File: src/rtl/instruction_fetch_if.sv
// instruction_fetch_if: imem request/response, decode handshake and redirect bundle for the fetch stage
interface instruction_fetch_if;
    logic        o_imem_req_valid;
    logic        i_imem_req_ready;
    logic [31:0] o_imem_req_addr;
    logic        i_imem_rsp_valid;
    logic [31:0] i_imem_rsp_data;
    logic        i_imem_rsp_err;
    logic        o_inst_valid;
    logic        i_inst_ready;
    logic [31:0] o_inst;
    logic [31:0] o_inst_pc;
    logic        o_inst_fault;
    logic        i_redirect_valid;
    logic [31:0] i_redirect_pc;
    modport master (
        output o_imem_req_valid, o_imem_req_addr, o_inst_valid, o_inst, o_inst_pc, o_inst_fault,
        input  i_imem_req_ready, i_imem_rsp_valid, i_imem_rsp_data, i_imem_rsp_err, i_inst_ready,
               i_redirect_valid, i_redirect_pc
    );
    modport slave (
        input  o_imem_req_valid, o_imem_req_addr, o_inst_valid, o_inst, o_inst_pc, o_inst_fault,
        output i_imem_req_ready, i_imem_rsp_valid, i_imem_rsp_data, i_imem_rsp_err, i_inst_ready,
               i_redirect_valid, i_redirect_pc
    );
endinterface

File: src/rtl/instruction_fetch.sv
// instruction_fetch: owns the fetch PC, issues credit-limited imem reads and buffers PC-tagged instructions for decode
module instruction_fetch #(
    parameter logic [31:0] RESET_PC   = 32'h0000_0000,
    parameter int          FIFO_DEPTH = 4
) (
    input logic          i_clock,
    input logic          i_reset,
    instruction_fetch_if.master io_bus
);
    localparam int AW = $clog2(FIFO_DEPTH);
    localparam int CW = $clog2(FIFO_DEPTH) + 1;

    logic [31:0] r_fetch_pc;
    logic [31:0] r_rsp_pc;
    logic [CW-1:0] r_outstanding;
    logic [CW-1:0] r_drop_cnt;
    logic [CW-1:0] r_count;
    logic [AW-1:0] r_wptr;
    logic [AW-1:0] r_rptr;
    logic [31:0] r_fifo_data [FIFO_DEPTH];
    logic [31:0] r_fifo_pc   [FIFO_DEPTH];
    logic        r_fifo_err  [FIFO_DEPTH];

    logic [CW-1:0] w_inflight;
    logic [CW-1:0] w_out_next;
    logic [31:0]   w_redirect_pc;
    logic          w_req_fire;
    logic          w_drop;
    logic          w_push;
    logic          w_pop;

    // Credit: requests in flight plus buffered entries never exceed the FIFO depth, so pushes always fit
    assign w_inflight     = r_outstanding + r_count;
    assign w_redirect_pc  = io_bus.i_redirect_pc & ~32'h3;
    assign w_req_fire     = io_bus.o_imem_req_valid & io_bus.i_imem_req_ready;
    assign w_drop         = r_drop_cnt != '0;
    assign w_push         = io_bus.i_imem_rsp_valid & ~w_drop;
    assign w_pop          = io_bus.o_inst_valid & io_bus.i_inst_ready;
    assign w_out_next     = r_outstanding + CW'(w_req_fire) - CW'(io_bus.i_imem_rsp_valid);

    assign io_bus.o_imem_req_valid = ~i_reset & (w_inflight < CW'(FIFO_DEPTH));
    assign io_bus.o_imem_req_addr  = r_fetch_pc;
    assign io_bus.o_inst_valid     = ~i_reset & (r_count != '0);
    assign io_bus.o_inst           = r_fifo_data[r_rptr];
    assign io_bus.o_inst_pc        = r_fifo_pc[r_rptr];
    assign io_bus.o_inst_fault     = r_fifo_err[r_rptr];

    // PC, credit and FIFO bookkeeping; a redirect flushes the buffer and marks every in-flight response stale
    always_ff @(posedge i_clock) begin
        if (i_reset) begin
            r_fetch_pc    <= RESET_PC;
            r_rsp_pc      <= RESET_PC;
            r_outstanding <= '0;
            r_drop_cnt    <= '0;
            r_count       <= '0;
            r_wptr        <= '0;
            r_rptr        <= '0;
        end else begin
            r_outstanding <= w_out_next;
            if (io_bus.i_redirect_valid) begin
                r_fetch_pc <= w_redirect_pc;
                r_rsp_pc   <= w_redirect_pc;
                r_drop_cnt <= w_out_next;
                r_count    <= '0;
                r_wptr     <= '0;
                r_rptr     <= '0;
            end else begin
                if (w_req_fire) r_fetch_pc <= r_fetch_pc + 32'd4;
                if (io_bus.i_imem_rsp_valid & w_drop) r_drop_cnt <= r_drop_cnt - CW'(1);
                if (w_push) begin
                    r_rsp_pc <= r_rsp_pc + 32'd4;
                    r_wptr   <= r_wptr + AW'(1);
                end
                if (w_pop) r_rptr <= r_rptr + AW'(1);
                r_count <= r_count + CW'(w_push) - CW'(w_pop);
            end
        end
    end

    // FIFO storage needs no reset; validity is tracked by the count and pointers
    always_ff @(posedge i_clock) begin
        if (w_push) begin
            r_fifo_data[r_wptr] <= io_bus.i_imem_rsp_data;
            r_fifo_pc[r_wptr]   <= r_rsp_pc;
            r_fifo_err[r_wptr]  <= io_bus.i_imem_rsp_err;
        end
    end
endmodule

File: src/flat_wrapper.sv
// flat-port wrapper written by rule: the top's interface ports become plain ports
module instruction_fetch_flat 
#(
    parameter logic [31:0] RESET_PC   = 32'h0000_0000,
    parameter int          FIFO_DEPTH = 4
)
  (i_clock, i_reset, io_bus_o_imem_req_valid, io_bus_o_imem_req_addr, io_bus_o_inst_valid, io_bus_o_inst, io_bus_o_inst_pc, io_bus_o_inst_fault, io_bus_i_imem_req_ready, io_bus_i_imem_rsp_valid, io_bus_i_imem_rsp_data, io_bus_i_imem_rsp_err, io_bus_i_inst_ready, io_bus_i_redirect_valid, io_bus_i_redirect_pc);
  instruction_fetch_if io_bus_i ();
  input logic i_clock;
  input logic i_reset;
  output wire logic [$bits(io_bus_i.o_imem_req_valid)-1:0] io_bus_o_imem_req_valid;
  output wire logic [$bits(io_bus_i.o_imem_req_addr)-1:0] io_bus_o_imem_req_addr;
  output wire logic [$bits(io_bus_i.o_inst_valid)-1:0] io_bus_o_inst_valid;
  output wire logic [$bits(io_bus_i.o_inst)-1:0] io_bus_o_inst;
  output wire logic [$bits(io_bus_i.o_inst_pc)-1:0] io_bus_o_inst_pc;
  output wire logic [$bits(io_bus_i.o_inst_fault)-1:0] io_bus_o_inst_fault;
  input wire logic [$bits(io_bus_i.i_imem_req_ready)-1:0] io_bus_i_imem_req_ready;
  input wire logic [$bits(io_bus_i.i_imem_rsp_valid)-1:0] io_bus_i_imem_rsp_valid;
  input wire logic [$bits(io_bus_i.i_imem_rsp_data)-1:0] io_bus_i_imem_rsp_data;
  input wire logic [$bits(io_bus_i.i_imem_rsp_err)-1:0] io_bus_i_imem_rsp_err;
  input wire logic [$bits(io_bus_i.i_inst_ready)-1:0] io_bus_i_inst_ready;
  input wire logic [$bits(io_bus_i.i_redirect_valid)-1:0] io_bus_i_redirect_valid;
  input wire logic [$bits(io_bus_i.i_redirect_pc)-1:0] io_bus_i_redirect_pc;
  assign io_bus_o_imem_req_valid = io_bus_i.o_imem_req_valid;
  assign io_bus_o_imem_req_addr = io_bus_i.o_imem_req_addr;
  assign io_bus_o_inst_valid = io_bus_i.o_inst_valid;
  assign io_bus_o_inst = io_bus_i.o_inst;
  assign io_bus_o_inst_pc = io_bus_i.o_inst_pc;
  assign io_bus_o_inst_fault = io_bus_i.o_inst_fault;
  assign io_bus_i.i_imem_req_ready = io_bus_i_imem_req_ready;
  assign io_bus_i.i_imem_rsp_valid = io_bus_i_imem_rsp_valid;
  assign io_bus_i.i_imem_rsp_data = io_bus_i_imem_rsp_data;
  assign io_bus_i.i_imem_rsp_err = io_bus_i_imem_rsp_err;
  assign io_bus_i.i_inst_ready = io_bus_i_inst_ready;
  assign io_bus_i.i_redirect_valid = io_bus_i_redirect_valid;
  assign io_bus_i.i_redirect_pc = io_bus_i_redirect_pc;
  instruction_fetch #(.RESET_PC(RESET_PC), .FIFO_DEPTH(FIFO_DEPTH)) u_core (.i_clock(i_clock), .i_reset(i_reset), .io_bus(io_bus_i));
endmodule
File: config.mk
export PLATFORM = sky130hd
export DESIGN_NAME = instruction_fetch_flat
export DESIGN_NICKNAME = d
export VERILOG_FILES = /design/src/rtl/instruction_fetch_if.sv /design/src/rtl/instruction_fetch.sv /design/src/flat_wrapper.sv
export SDC_FILE = /design/constraint.sdc
export NUM_CORES = 1
export LEC_CHECK = 0
export CORE_UTILIZATION = 59
export CTS_BUF_LIST = sky130_fd_sc_hd__clkbuf_16
export CTS_CLUSTER_SIZE = 12
export DETAILED_ROUTE_END_ITERATION = 8
export GPL_TIMING_DRIVEN = 0
export PLACE_DENSITY = 0.9
export SLEW_MARGIN = 30
export SYNTH_ARGS = -nofsm -noshare
export SYNTH_HDL_FRONTEND = slang
export SYNTH_SLANG_ARGS = --single-unit
File: constraint.sdc
create_clock -name i_clock -period 4.7 [get_ports i_clock]
set_input_delay 0.705 -clock i_clock [delete_from_list [all_inputs] [get_ports i_clock]]
set_output_delay 0.705 -clock i_clock [all_outputs]
set_load 0.05 [all_outputs]
### Word-level counts from Yosys, hierarchy flattened

Memory sizes are Yosys's and may differ from the RTL's. A register that Yosys moved wholly into a read port is not among the register bits.
Cells that the tools add are included.

| cells by class | value |
|---|---|
| $add $sub $neg | 10 |
| magnitude comparators | 1 |
| multiplexer cells | 14 |
| bitwise gates (word level) | 8 |
| reductions and logical operators | 6 |

Operators with widths:

| kind | count |
|---|---|
| 32-bit 2-to-1 mux | 4 |
| 32-bit by 3-bit adder with 32-bit output (second input constant) | 2 |
| 2-bit 2-to-1 mux | 6 |
| 3-bit by 1-bit adder with 3-bit output | 2 |
| 1-bit AND | 6 |
| 3-bit 2-to-1 mux | 2 |
| 2-bit nonzero test | 3 |
| 3-bit nonzero test | 2 |
| 3-bit by 1-bit subtractor with 3-bit output | 2 |
| 2-bit by 1-bit adder with 2-bit output (second input constant) | 2 |
| 3-bit adder | 1 |
| 3-bit less-than comparator (second input constant) | 1 |
| 3-bit by 1-bit subtractor with 3-bit output (second input constant) | 1 |
| 1-bit 2-to-1 mux | 2 |
| 1-bit NOT | 2 |
| 2-bit OR reduction | 1 |

| storage, ports and cells | value |
|---|---|
| bits in registers | 77 |
| memory bits (writable) | 260 |
| input port bits | 71 |
| output and inout port bits | 99 |
| logic and storage cells | 51 |
| memories | 3 |

Memories:

| memory | words | bits a word | read ports | clocked after Yosys merged registers in | wr ports | RTL line | source |
|---|---|---|---|---|---|---|---|
| u_core.r_fifo_data | 4 | 32 | 1 | 1 | 1 | instruction_fetch.sv:20 | `logic [31:0] r_fifo_data [FIFO_DEPTH];` |
| u_core.r_fifo_pc | 4 | 32 | 1 | 1 | 1 | instruction_fetch.sv:21 | `logic [31:0] r_fifo_pc [FIFO_DEPTH];` |
| u_core.r_fifo_err | 4 | 1 | 1 | 1 | 1 | instruction_fetch.sv:22 | `logic r_fifo_err [FIFO_DEPTH];` |

### Longest topological paths before layout

Gate-level depths: netlist of the first run.

| logic depth | value |
|---|---|
| depth after elaboration | 7 |
| depth in mapped cells | 12 |
| mapped depth without buffers | 11 |

### Worst setup path after synthesis of the first run

OpenSTA, ideal clock, no wires.

| timing | value |
|---|---|
| path type | in2reg |
| start | input port io_bus_i_imem_rsp_valid |
| end | memory u_core.r_fifo_data[0][0], enable pin |
| library setup time | 0.428 ns |
| arrival time | 2.649 ns |
| path slack | 1.623 ns |
| stages | 4 |
| cells stage by stage | nand3b_1 -> inv_2 -> buf_2 -> and2_1 |

| between the ends | value |
|---|---|
| cells in the longest elaborated chain, start to end | 3 |

RTL lines:

| what | RTL line | source |
|---|---|---|
| from (decl) | flat_wrapper.sv:18 | `input wire logic [$bits(io_bus_i.i_imem_rsp_valid)-1:0] io_bus_i_imem_rsp_valid;` |
| 1-bit AND | instruction_fetch.sv:37 | `assign w_push = io_bus.i_imem_rsp_valid & ~w_drop;` |
| named net u_core.w_push | instruction_fetch.sv:29 | `logic w_push;` |
| 1-bit 2-to-1 mux | instruction_fetch.sv:82 | `if (w_push) begin` |
| 1-bit 2-to-1 mux (implied by the code) | instruction_fetch.sv:83 | `r_fifo_data[r_wptr] <= io_bus.i_imem_rsp_data;` |
| to (decl) | instruction_fetch.sv:20 |  |

The timed path passes the listed nets, and every way through them passes these cells.

==> results.py, run 1 <==
metrics = {
    "logic_synthesis": {
        "netlist_area_um2": 13200,
        "yosys_register_bits": 327,
        "ys_async_sr_fraction_pct": 0,
        "yosysSeqAreaShare_pct": 68.4,
        "synth-edff-count": 252,
        "yosysWarnings": 0,
        "synth_cell_type_count": 50,
        "syn-instance-count": 836,
        "avgSynthCellArea_um2": 15.8,
        "synth-main-ff-cell": "edfxtp_1",
    },
    "timing": {
        "setup_viol": 0,
        "relSlewSlack_pct": 46.3,
        "worst_pin_slew_ns": 0.803,
        "maxSlewViolCount": 0,
        "final-hold-violation-count": 0,
        "rsz0062_at_grt": "no",
        "clock_skew_ns": 0.0123,
        "fin_crit_sh_pct": 83.7,
        "min_period_ns": 3.94,
        "fmax_mhz": 254,
    },
    "clocking": {
        "numCtsBuffers": 34,
        "cts_resized": 0,
        "clockBufferDepth": 3,
        "cts_tree": "yes",
        "cts_setup_buffers": 0,
        "cts_hold_buf": 0,
        "cts_max_level": 2,
        "clock_latency_ns": 0.50,
        "clock_sinks": 327,
        "cts_root_buf": "clkbuf_16",
        "path_clk_slew_ns": 0.06,
    },
    "grt": {
        "antenna_found_initial": 1,
        "grt_first_pass_wirelength_um": 45500,
        "grt_pass1_vias": 8055,
        "track_usage_pct": 25.9,
        "grt_overflow_total": 0,
        "grt_max_degree": 37,
    },
    "routing": {
        "drcViolationCount": 0,
        "wirelength_um": 29500,
        "drt-initial-drc-count": 630,
        "vias": 8154,
        "wl_per_cell_um": 22.1,
        "antenna_left": 0,
        "first_pass_iters": 5,
        "vias_per_cell": 6.09,
    },
    "placed_design": {
        "port_buffers": 161,
        "dpl.cell_count": 1284,
        "gp_congestion": 0.936,
        "dpl.hpwl_um": 19200,
    },
    "critical_path": {
        "critPathRequiredTime_ns": 3.99,
        "worstReg2RegStart": "u_core.r_count[1]",
        "ff2ff_path_depth": 12,
        "crit_fanout": 10,
        "cp.arrival_ns": 3.23,
        "critical_path_class": "register to output port",
        "end_kind": "output port",
        "r2r_setup_slack_ns": 1.54,
        "r2r-end": "u_core.r_drop_cnt[2]",
        "worst_setup_path_start_kind": "register",
    },
    "finish": {
        "antenna_cells": 0,
        "stdcell_count": 1338,
        "post-route-util_pct": 74.5,
        "drive_gt1_share_pct": 12.4,
        "fillers": 1295,
        "area_growth_pct": 23.1,
        "num-nets-final": 1126,
        "final_cell_mix": "252 x edfxtp_1, 161 x clkdlybuf4s50_1, 75 x dfxtp_1, 63 x mux4_2, 50 x inv_1",
        "final_common_cell": "edfxtp_1",
    },
    "die": {
        "initial_utilization_pct": 60.5,
        "die_area_um2": 23100,
        "io_pins": 170,
        "core_um2": 21900,
        "die_w_um": 152,
        "die_height_um": 152,
        "rows": 54,
    },
    "run": {
        "maxCapViolations": 0,
    },
    "min_path": {
        "hp-class": "register to register",
        "whs_endpoint": "u_core.r_wptr[0]",
        "hold_depth": 2,
        "min_from": "u_core.r_wptr[0]",
    },
    "pwr": {
        "max-vdd-ir-drop_v": 0.000245,
        "leakagePower_nw": 5.47,
        "p_per_area_nw_per_um2": 439,
    },
    "outcome": {
        "status": "finished clean",
    },
}
==> worst max path at each step <==
stage,start,end,slack (ns),cells past startpoint
after floorplan,io_bus_i_imem_rsp_valid,u_core.r_fifo_data[0][0],1.62,4
after global placement,io_bus_i_imem_rsp_valid,u_core.r_fifo_data[3][14],-0.10,5
after detailed placement,i_reset,io_bus_o_inst_valid,1.14,5
after CTS,register,io_bus_o_inst_pc[12],0.71,4
after global routing,register,io_bus_o_inst_pc[12],0.63,4
final,register,io_bus_o_inst_pc[12],0.76,4
==> routing by layer <==
layer,vias up,track usage (%),part of all wire [%],wire length [um]
met5,-,0,0.058,17
met4,2,9.90,3.1,910
met3,67,4.39,8.6,2540
met2,501,41.0,47,13900
met1,3951,36.2,41,12100
li1,3633,-,-,-
==> cells by family after synthesis <==
group / synth area share (%)
DFF: 68.4
AOI/OAI and AO/OA: 5.56
buffers and inverters: 2.54
and+or+nand+nor: 7.60
xor gates and xnor gates: 3.50
muxes: 10.8
other: 0.0283
adders and majority gates: 1.53
==> worst max-delay path, stage by stage, from the launching register on <==
cell and delay [ns]:
dfxtp_1 0.32, clkbuf_1 0.55, buf_2 0.50, mux4_2 0.63, clkdlybuf4s50_1 0.73
==> through the flow <==
stage / hold WS (ns) / TNS (ns) / worst slack (ns) / total power, W / instance area (um^2)
2_1_floorplan: 0.466 / 0 / 1.62 / 0.00432 / 13300
3_3_place_gp: 0.481 / -17.93 / -0.100 / 0.00476 / 15200
3_5_place_dp: 0.515 / 0 / 1.14 / 0.00479 / 15300
4_1_cts: 0.524 / 0 / 0.710 / 0.00719 / 16300
5_1_grt: 0.547 / 0 / 0.634 / 0.00738 / 16300
6_report: 0.518 / 0 / 0.765 / 0.00717 / 16300
==> power breakdown <==
part / internal, W / total (W) / switching, W
Combinational: 0.000474 / 0.00130 / 0.000822
Sequential: 0.00333 / 0.00345 / 0.000119
Clock: 0.00140 / 0.00242 / 0.00102
Total: 0.00520 / 0.00717 / 0.00197
==> cell usage after synthesis (3+ instances only) <==
master	instances	area, um^2
xnor2_1	27	236
a21boi_0	10	75.1
or3_1	7	43.8
edfxtp_1	252	7570
o31a_1	13	114
buf_1	4	15.0
and2_1	10	62.6
o211ai_1	6	45.0
o21a_1	7	52.6
buf_4	4	30.0
a31oi_1	11	68.8
o22ai_1	3	18.8
nor2_1	26	97.6
nor3_1	11	55.1
nor4_1	12	75.1
nand2_1	37	139
xor2_1	26	228
clkbuf_1	25	93.8
dfxtp_1	75	1500
nand4_1	17	106
a21oi_1	29	145
nand3_1	32	160
a21boi_1	11	82.6
a21o_1	4	30.0
and4_1	3	26.3
and3_1	12	75.1
buf_2	11	55.1
mux4_2	63	1420
ha_1	13	163
nand4_2	4	50.1
a211oi_1	8	60.1
inv_1	37	139
nand2b_1	6	37.5
==> registers in the layout, summed over array words and instances, names as in the netlist, named ones only <==
name	flops
u_core.r_rptr	2
u_core.r_outstanding	3
u_core.r_fifo_pc	120
u_core.r_rsp_pc	30
u_core.io_bus.o_imem_req_addr	30
u_core.r_wptr	2
u_core.r_count	3
u_core.r_fifo_data	128
u_core.r_fifo_err	4
u_core.r_drop_cnt	3
==> final cells by class <==
type | instances | area [um^2] | share of cell area (%)
inverters | 38 | 143 | 0.875
well taps | 280 | 350 | 2.15
flip-flops and latches | 327 | 9070 | 55.6
plain buffers | 44 | 194 | 1.19
multi-input cells | 430 | 3860 | 23.7
repair buffers | 165 | 1690 | 10.4
clock inverters | 17 | 68.8 | 0.422
clock buffers | 37 | 926 | 5.68
(Power assumes the default switching activity.)
==> inputs of run 2 (changes only) <==
Settings changed: CORE_UTILIZATION 59 to 55, PLACE_DENSITY 0.9 to 0.85.
Clock period 4.7 ns to 3.9 ns, I/O delays scaled along.
==> run 2 against run 1 <==
Compared with the run above: routed wire length down 2.6%; non-clock buffer count unchanged; global-route usage down 2.0 points; combinational power up 20%; sequential power up 20%; critical endpoint is now io_bus_o_inst_pc[13]; total power up 20%; highest routed layer is now met4; via count down 1.3%.
==> results.py, run 2 (synthesis results as in run 1) <==
metrics = {
    "grt": {
        "grt_overflow_total": 0,
        "grt_max_degree": 44,
        "grt_first_pass_wirelength_um": 44100,
        "grt_pass1_vias": 8045,
        "track_usage_pct": 23.8,
        "antenna_found_initial": 0,
    },
    "min_path": {
        "hp-class": "register to register",
        "hold_depth": 2,
        "min_from": "u_core.r_wptr[1]",
    },
    "outcome": {
        "status": "finished clean",
    },
    "clocking": {
        "cts_resized": 0,
        "clock_sinks": 327,
        "clock_latency_ns": 0.50,
        "cts_max_level": 2,
        "cts_setup_buffers": 0,
        "numCtsBuffers": 34,
        "cts_hold_buf": 0,
        "cts_root_buf": "clkbuf_16",
        "clockBufferDepth": 3,
        "cts_tree": "yes",
        "path_clk_slew_ns": 0.06,
    },
    "routing": {
        "wl_per_cell_um": 20.9,
        "topRoutingLayerUsed": "met4",
        "antenna_left": 0,
        "first_pass_iters": 5,
        "drt-initial-drc-count": 605,
        "met1_length_um": 12200,
        "dr_wl_met2_um": 13500,
        "vias_per_cell": 5.83,
        "drcViolationCount": 0,
        "wl_met3_um": 2130,
        "wirelength_um": 28800,
        "vias": 8046,
    },
    "finish": {
        "antenna_cells": 0,
        "final_common_cell": "edfxtp_1",
        "stdcell_count": 1379,
        "area_growth_pct": 23.6,
        "fillers": 1630,
        "regMostFlops": "u_core.r_fifo_data",
        "num-nets-final": 1126,
        "drive_gt1_share_pct": 12.5,
        "reg_top3": "u_core.r_fifo_data: 128 flops, u_core.r_fifo_pc: 120 flops",
        "largest_register_ff_count": 128,
        "multi_input_area_um2": 3860,
        "regArea_um2": 9070,
        "final_cell_mix": "252 x edfxtp_1, 161 x clkdlybuf4s50_1, 75 x dfxtp_1, 63 x mux4_2, 51 x inv_1",
        "post-route-util_pct": 69.5,
    },
    "pwr": {
        "p_comb_share_pct": 18.1,
        "intPower_w": 0.00627,
        "switching_share_pct": 27.2,
        "p_sw_w": 0.00235,
        "power.total_w": 0.00862,
        "max-vdd-ir-drop_v": 0.000308,
        "p_clk_share_pct": 33.8,
        "leakagePower_nw": 5.49,
        "p_seq_share_pct": 48.1,
        "p_per_area_nw_per_um2": 526,
    },
    "critical_path": {
        "crit_fanout": 10,
        "worstReg2RegStart": "u_core.r_count[1]",
        "cp.depth": 4,
        "slowest_delay_ns": 0.76,
        "r2r_setup_slack_ns": 0.78,
        "cp_slowest_cell": "clkdlybuf4s50_1",
        "cp.arrival_ns": 3.09,
        "path_delay_family": "buffers and inverters",
        "path_buf_inv": 3,
        "worst_setup_path_start_kind": "register",
        "critPathRequiredTime_ns": 3.31,
        "path_cells": "clkbuf_1 > buf_2 > mux4_2 > clkdlybuf4s50_1",
        "end_kind": "output port",
        "critical_path_class": "register to output port",
        "ff2ff_path_depth": 12,
    },
    "timing": {
        "final-hold-violation-count": 0,
        "maxSlewViolCount": 0,
        "worst_pin_slew_ns": 0.780,
        "relSlewSlack_pct": 47.8,
        "min_period_ns": 3.68,
        "setup_viol": 0,
        "tns_ns": 0,
        "clock_skew_ns": 0.0110,
        "fin_crit_sh_pct": 94.3,
        "fmax_mhz": 272,
        "rsz0062_at_grt": "no",
    },
    "placed_design": {
        "gp_congestion": 0.961,
        "dpl.hpwl_um": 19100,
        "dpl.cell_count": 1323,
        "port_buffers": 161,
    },
    "die": {
        "die_area_um2": 24700,
        "initial_utilization_pct": 56.3,
        "core_um2": 23500,
        "die_height_um": 157,
        "io_pins": 170,
        "rows": 56,
        "die_w_um": 157,
    },
    "run": {
        "maxCapViolations": 0,
    },
}
[run 2: cell types whose count changed in the layout (fill, tap and decap cells not counted)]
cell / delta
buf_16: +1
buf_12: -1
clkinv_1: -1
inv_1: +1
inv_6: -1
clkinv_2: +3
[run 2: metrics by stage]
stage	area [um^2]	setup WS, ns	hold slack (ns)
global route	16400	0.0218	0.535
detailed placement	15400	0.641	0.501
floorplan	13300	0.943	0.466
CTS	16400	0.117	0.508
global placement	15300	-0.800	0.481
finish	16400	0.223	0.508
[run 2: worst paths after layout]
check / to
max: io_bus_o_inst_pc[13]
min: u_core.r_wptr[1]
max reg2reg: u_core.r_drop_cnt[2]
min reg2reg: u_core.r_wptr[1]
[run 2: power by group through the flow]
stage	clock [W]	combinational, W	sequential (W)
after CTS	0.00295	0.00157	0.00414
after floorplan	0	0.000952	0.00425
after global placement	0	0.00152	0.00421
after global routing	0.00308	0.00165	0.00417
final	0.00291	0.00156	0.00415
after detailed placement	0	0.00156	0.00421
[run 2: worst min-delay path, delay by kind of cell, from the launching register on]
kind	cells	cell delay [ns]
flip-flops	1	0.34
AND/OR/NAND/NOR	1	0.07
AO/OA/AOI/OAI	1	0.05
[run 2: cell type report]
type	count	share of cell area, %
buffer	44	1.18
multi-input combinational	430	23.6
tap	319	2.44
clock inverter	19	0.459
timing repair buffer	165	10.4
sequential	327	55.4
inverter	38	0.871
clock buffer	37	5.66
[run 2: layer usage]
layer,GRT usage (%),up-vias
met1,32.6,3953
met5,0,-
met2,38.5,382
met3,4.41,73
met4,8.60,0
li1,-,3638
==> inputs of run 3 (changes only) <==
Settings changed: CORE_UTILIZATION 55 to 50, PLACE_DENSITY 0.85 to 0.79, SLEW_MARGIN 30 to not set.
==> run 3 against run 2 <==
Compared with the run above: die area rose by 9.9%; critical path depth did not move; clock skew rose by 0.0054 ns; clock power barely moved; final area rose by 0.14%; first-iteration DRC count rose by 4.6%; global-route usage fell by 2.0 points; worst setup slack got worse by 0.048 ns; combinational power barely moved; clock-buffer cell count did not move; non-clock buffer count did not move; largest cell class unchanged.
==> results.py, run 3 (synthesis results as in run 1) <==
metrics = {
    "placed_design": {
        "dpl.hpwl_um": 18900,
        "post-place-ws_ns": 0.592,
        "port_buffers": 161,
        "gp_congestion": 0.939,
    },
    "clocking": {
        "path_clk_slew_ns": 0.06,
        "cts_max_level": 2,
        "cts_root_buf": "clkbuf_16",
        "clock_latency_ns": 0.50,
        "cts_hold_buf": 0,
        "clock_sinks": 327,
        "clockBufferDepth": 3,
        "cts_setup_buffers": 0,
        "cts_tree": "yes",
        "numCtsBuffers": 34,
        "cts_resized": 0,
    },
    "critical_path": {
        "critical_path_class": "register to output port",
        "crit_fanout": 10,
        "end_kind": "output port",
        "critPathRequiredTime_ns": 3.31,
        "cp.arrival_ns": 3.14,
        "worst_setup_path_start_kind": "register",
        "ff2ff_path_depth": 12,
    },
    "timing": {
        "clock_skew_ns": 0.0163,
        "maxSlewViolCount": 0,
        "rsz0062_at_grt": "no",
        "tns_ns": 0,
        "min_period_ns": 3.72,
        "relSlewSlack_pct": 46.6,
        "fin_crit_sh_pct": 95.5,
        "finalWorstSetupSlack_ns": 0.176,
        "fmax_mhz": 269,
        "worst_pin_slew_ns": 0.799,
        "final-hold-violation-count": 0,
        "setup_viol": 0,
    },
    "finish": {
        "num-nets-final": 1126,
        "regMostFlops": "u_core.r_fifo_data",
        "final_common_cell": "edfxtp_1",
        "antenna_cells": 0,
        "reg_top3": "u_core.r_fifo_data: 128 flops, u_core.r_fifo_pc: 120 flops",
        "final_cell_mix": "252 x edfxtp_1, 161 x clkdlybuf4s50_1, 75 x dfxtp_1, 63 x mux4_2, 47 x inv_1",
        "drive_gt1_share_pct": 12.5,
        "largest_register_ff_count": 128,
        "area_growth_pct": 23.7,
    },
    "pwr": {
        "p_per_area_nw_per_um2": 525,
        "max-vdd-ir-drop_v": 0.000404,
        "leakagePower_nw": 5.47,
    },
    "routing": {
        "wirelength_um": 29000,
        "wl_per_cell_um": 20.9,
        "drcViolationCount": 0,
        "vias_per_cell": 5.69,
        "first_pass_iters": 5,
        "vias": 7925,
        "antenna_left": 0,
        "drt-initial-drc-count": 633,
    },
    "die": {
        "die_w_um": 165,
        "rows": 59,
        "io_pins": 170,
        "core_um2": 26100,
        "die_area_um2": 27200,
        "initial_utilization_pct": 50.8,
        "die_height_um": 165,
    },
    "grt": {
        "grt_max_degree": 61,
        "track_usage_pct": 21.9,
        "grt_first_pass_wirelength_um": 44200,
        "grt_pass1_vias": 7884,
        "antenna_found_initial": 1,
        "grt_overflow_total": 0,
    },
    "outcome": {
        "status": "finished clean",
    },
    "run": {
        "maxCapViolations": 0,
    },
    "min_path": {
        "hold_depth": 2,
        "hp-class": "register to register",
    },
}
[run 3: routing by layer]
layer	vias to the layer above	routed length, um	global-route usage, %
met1	3921	12500	30.2
met4	2	470	6.01
met2	327	13900	35.4
li1	3641	-	-
met5	-	17	0
met3	34	2100	4.24
[run 3: final timing paths]
path	startpoint	end	slack, ns
min	u_core.r_wptr[0]	u_core.r_wptr[0]	0.50
max reg2reg	u_core.r_count[1]	u_core.r_drop_cnt[2]	0.83
min reg2reg	u_core.r_wptr[0]	u_core.r_wptr[0]	0.50
max	register	io_bus_o_inst[19]	0.18
[run 3: stage by stage]
step,cell area [um^2],instances,hold slack (ns),util (%),power (W)
2_1_floorplan,13300,839,0.466,-,0.00520
3_3_place_gp,15300,1335,0.481,58.7,0.00575
3_5_place_dp,15400,1339,0.497,59.1,0.00578
4_1_cts,16400,1392,0.505,62.9,0.00866
5_1_grt,16400,1392,0.538,62.9,0.00891
6_report,16400,1392,0.501,62.9,0.00860
[run 3: area by class of cell]
| type | count | area (um^2) |
|---|---|---|
| buffer | 44 | 194 |
| clock buffer | 37 | 926 |
| clock inverter | 16 | 62.6 |
| fill | 1914 | 9670 |
| inverter | 38 | 143 |
| multi-input combinational | 430 | 3860 |
| sequential | 327 | 9070 |
| tap | 335 | 419 |
| timing repair buffer | 165 | 1710 |
[run 3: worst max-delay path: stages, from the launching register on]
cell,delay (ns)
dfxtp_1,0.31
clkbuf_1,0.53
buf_2,0.49
mux4_2,0.59
clkdlybuf4s50_1,0.72
[run 3: power by group]
group / switching [W] / total [W] / leakage [nW] / internal [W]
Clock: 0.00121 / 0.00289 / 0.523 / 0.00168
Combinational: 0.000990 / 0.00157 / 2.02 / 0.000577
Sequential: 0.000137 / 0.00414 / 2.93 / 0.00401
Total: 0.00234 / 0.00860 / 5.47 / 0.00627
==> patch: new RTL, settings of run 1 <==
`FIFO_DEPTH` is set to 4 in 2 places; all go to 8.
--- a/src/rtl/instruction_fetch.sv
+++ b/src/rtl/instruction_fetch.sv
@@ -1,7 +1,7 @@
 // instruction_fetch: owns the fetch PC, issues credit-limited imem reads and buffers PC-tagged instructions for decode
 module instruction_fetch #(
     parameter logic [31:0] RESET_PC   = 32'h0000_0000,
-    parameter int          FIFO_DEPTH = 4
+    parameter int          FIFO_DEPTH = 8
 ) (
     input logic          i_clock,
     input logic          i_reset,
--- a/src/flat_wrapper.sv
+++ b/src/flat_wrapper.sv
@@ -2,7 +2,7 @@
 module instruction_fetch_flat 
 #(
     parameter logic [31:0] RESET_PC   = 32'h0000_0000,
-    parameter int          FIFO_DEPTH = 4
+    parameter int          FIFO_DEPTH = 8
 )
   (i_clock, i_reset, io_bus_o_imem_req_valid, io_bus_o_imem_req_addr, io_bus_o_inst_valid, io_bus_o_inst, io_bus_o_inst_pc, io_bus_o_inst_fault, io_bus_i_imem_req_ready, io_bus_i_imem_rsp_valid, io_bus_i_imem_rsp_data, io_bus_i_imem_rsp_err, io_bus_i_inst_ready, io_bus_i_redirect_valid, io_bus_i_redirect_pc);
   instruction_fetch_if io_bus_i ();
Behaviour: no difference found for any inputs over 4 cycles, from zero or initial values and one cycle with i_reset high; that may be too few to reach the edited logic, so the function may still have changed.
==> patch against run 1 <==
  * Cell area grew 72%
  * Routed wire length increased by 110%
  * Worst setup slack got worse by 710 ps
  * Non-clock buffer count grew 88
  * Synthesized area increased by 76%
  * Worst hold slack improved by 2.2 ps
  * Sequential cell count is 258 higher
  * Power rose by 66%
  * Largest power group unchanged
==> patch: results <==
metrics = {
    "finish": {
        "top_regs": "u_core.r_fifo_data (256), u_core.r_fifo_pc (240)",
        "drive_above_1_share_pct": 23.3,
    },
    "drt": {
        "drtPass1Iterations": 6,
        "viasPerCell": 6.56,
        "drt_iter0_drc": 1422,
        "wl_mm": 60.6,
    },
    "min_path": {
        "min_from": "u_core.io_bus.o_imem_req_addr[3]",
    },
    "placed_design": {
        "gp_congestion": 0.865,
        "io_buffers": 163,
        "place_hpwl_mm": 37.8,
    },
    "worst_setup_path": {
        "rr_worst_depth": 10,
        "reg2reg_to": "u_core.r_fifo_data[2][6]",
        "reg2reg_slack_ps": 1110,
    },
    "timing": {
        "hold_ws_ps": 520,
        "max_slew_margin_pct": 35.9,
    },
    "clocking": {
        "clk_latency_ps": 610,
        "numCtsBuffers": 57,
    },
    "outcome": {
        "status": "completed",
    },
    "grt": {
        "grt_max_degree": 20,
        "antenna_found_initial": 0,
        "first_global_vias": 14265,
        "grt_pass1_wl_mm": 89.9,
    },
    "pwr": {
        "p_leak_nw": 9.13,
        "ir_worst_vdd_mv": 0.299,
        "pg_comb_mw": 1.69,
        "pwr-share-seq_pct": 50.6,
        "p_seq_mw": 6.03,
    },
    "logic_synthesis": {
        "ys_top_cells_by_area": "edfxtp_1 (65%), mux4_2 (12%), dfxtp_1 (6.9%), mux2_2 (3.0%), xor2_1 (1.2%)",
        "yosysSeqAreaShare_pct": 71.8,
    },
}
==> patch: changes by cell type after synthesis, sizes merged, moves of 15 or more <==
cell	run 1	this run
inv	38	19
mux2	0	63
clkbuf	25	42
o21a	7	27
mux4	63	126
edfxtp	252	504
nand3	32	16
a21oi	29	14
==> patch: cell type report <==
| cell class | instances | area (um2) |
|---|---|---|
| Clock buffer | 59 | 1480 |
| Buffer | 64 | 289 |
| Sequential cell | 585 | 16800 |
| Multi-Input combinational cell | 574 | 6320 |
| Fill cell | 2071 | 10800 |
| Clock inverter | 33 | 185 |
| Inverter | 20 | 75.1 |
| Timing Repair Buffer | 233 | 2290 |
| Tap cell | 518 | 648 |
==> patch: how the worst max path moves through the flow <==
stage                       startpoint                       end  slack (ps)  cells past startpoint
2_1_floorplan  io_bus_i_imem_rsp_valid  u_core.r_fifo_data[3][0]       -1840                      5
3_3_place_gp   io_bus_i_imem_rsp_valid  u_core.r_fifo_data[3][9]       -6650                      6
3_5_place_dp                 flip-flop         io_bus_o_inst[21]         500                      6
4_1_cts                      flip-flop         io_bus_o_inst[11]          40                      6
5_1_grt                      flip-flop         io_bus_o_inst[11]           1                      6
6_report                     flip-flop         io_bus_o_inst[17]          50                      6
==> patch: tightest hold or removal path, delay by kind of cell (launching register included) <==
family	cells	cell delay (ps)
flip-flops	1	350
AO/OA/AOI/OAI	1	50
AND/OR/NAND/NOR	1	70
==> patch: routing by layer <==
layer / part of all wire (%) / GRT usage [%] / vias to the layer above / wire length (um)
met5: 0 / 0 / - / 0
met4: 3.9 / 12.6 / 0 / 2340
met3: 8.7 / 4.77 / 165 / 5300
met2: 51 / 53.0 / 957 / 31100
met1: 36 / 38.4 / 6969 / 21800
li1: - / - / 5596 / -
==> patch: stage by stage <==
stage | cells | area [um2] | util, % | setup slack (ps)
6_report | 2086 | 28000 | 72.2 | 50.3
5_1_grt | 2086 | 28000 | 72.2 | 1.37
4_1_cts | 2086 | 28000 | 72.2 | 40.0
3_5_place_dp | 1994 | 26400 | 67.9 | 497
3_3_place_gp | 1924 | 25700 | 66.1 | -6650
2_1_floorplan | 1243 | 23400 | - | -1840
==> patch: repair_timing <==
item	4_1_cts	5_1_grt
setup endpoints to repair	40	0
hold buffers	0	0
resized for setup	4	0
==> patch: cells by family (layout without fill, tap and decap cells) <==
family	count (synthesis)	after routing	synth area share, %
DFF	585	585	71.8
muxes	190	190	15.2
and+or+nand+nor	167	167	3.85
AOI/OAI and AO/OA	137	137	4.42
buffers and inverters	84	409	1.50
xor gates and xnor gates	57	57	2.14
adders and majority gates	19	19	1.08
other	1	4	0.0161
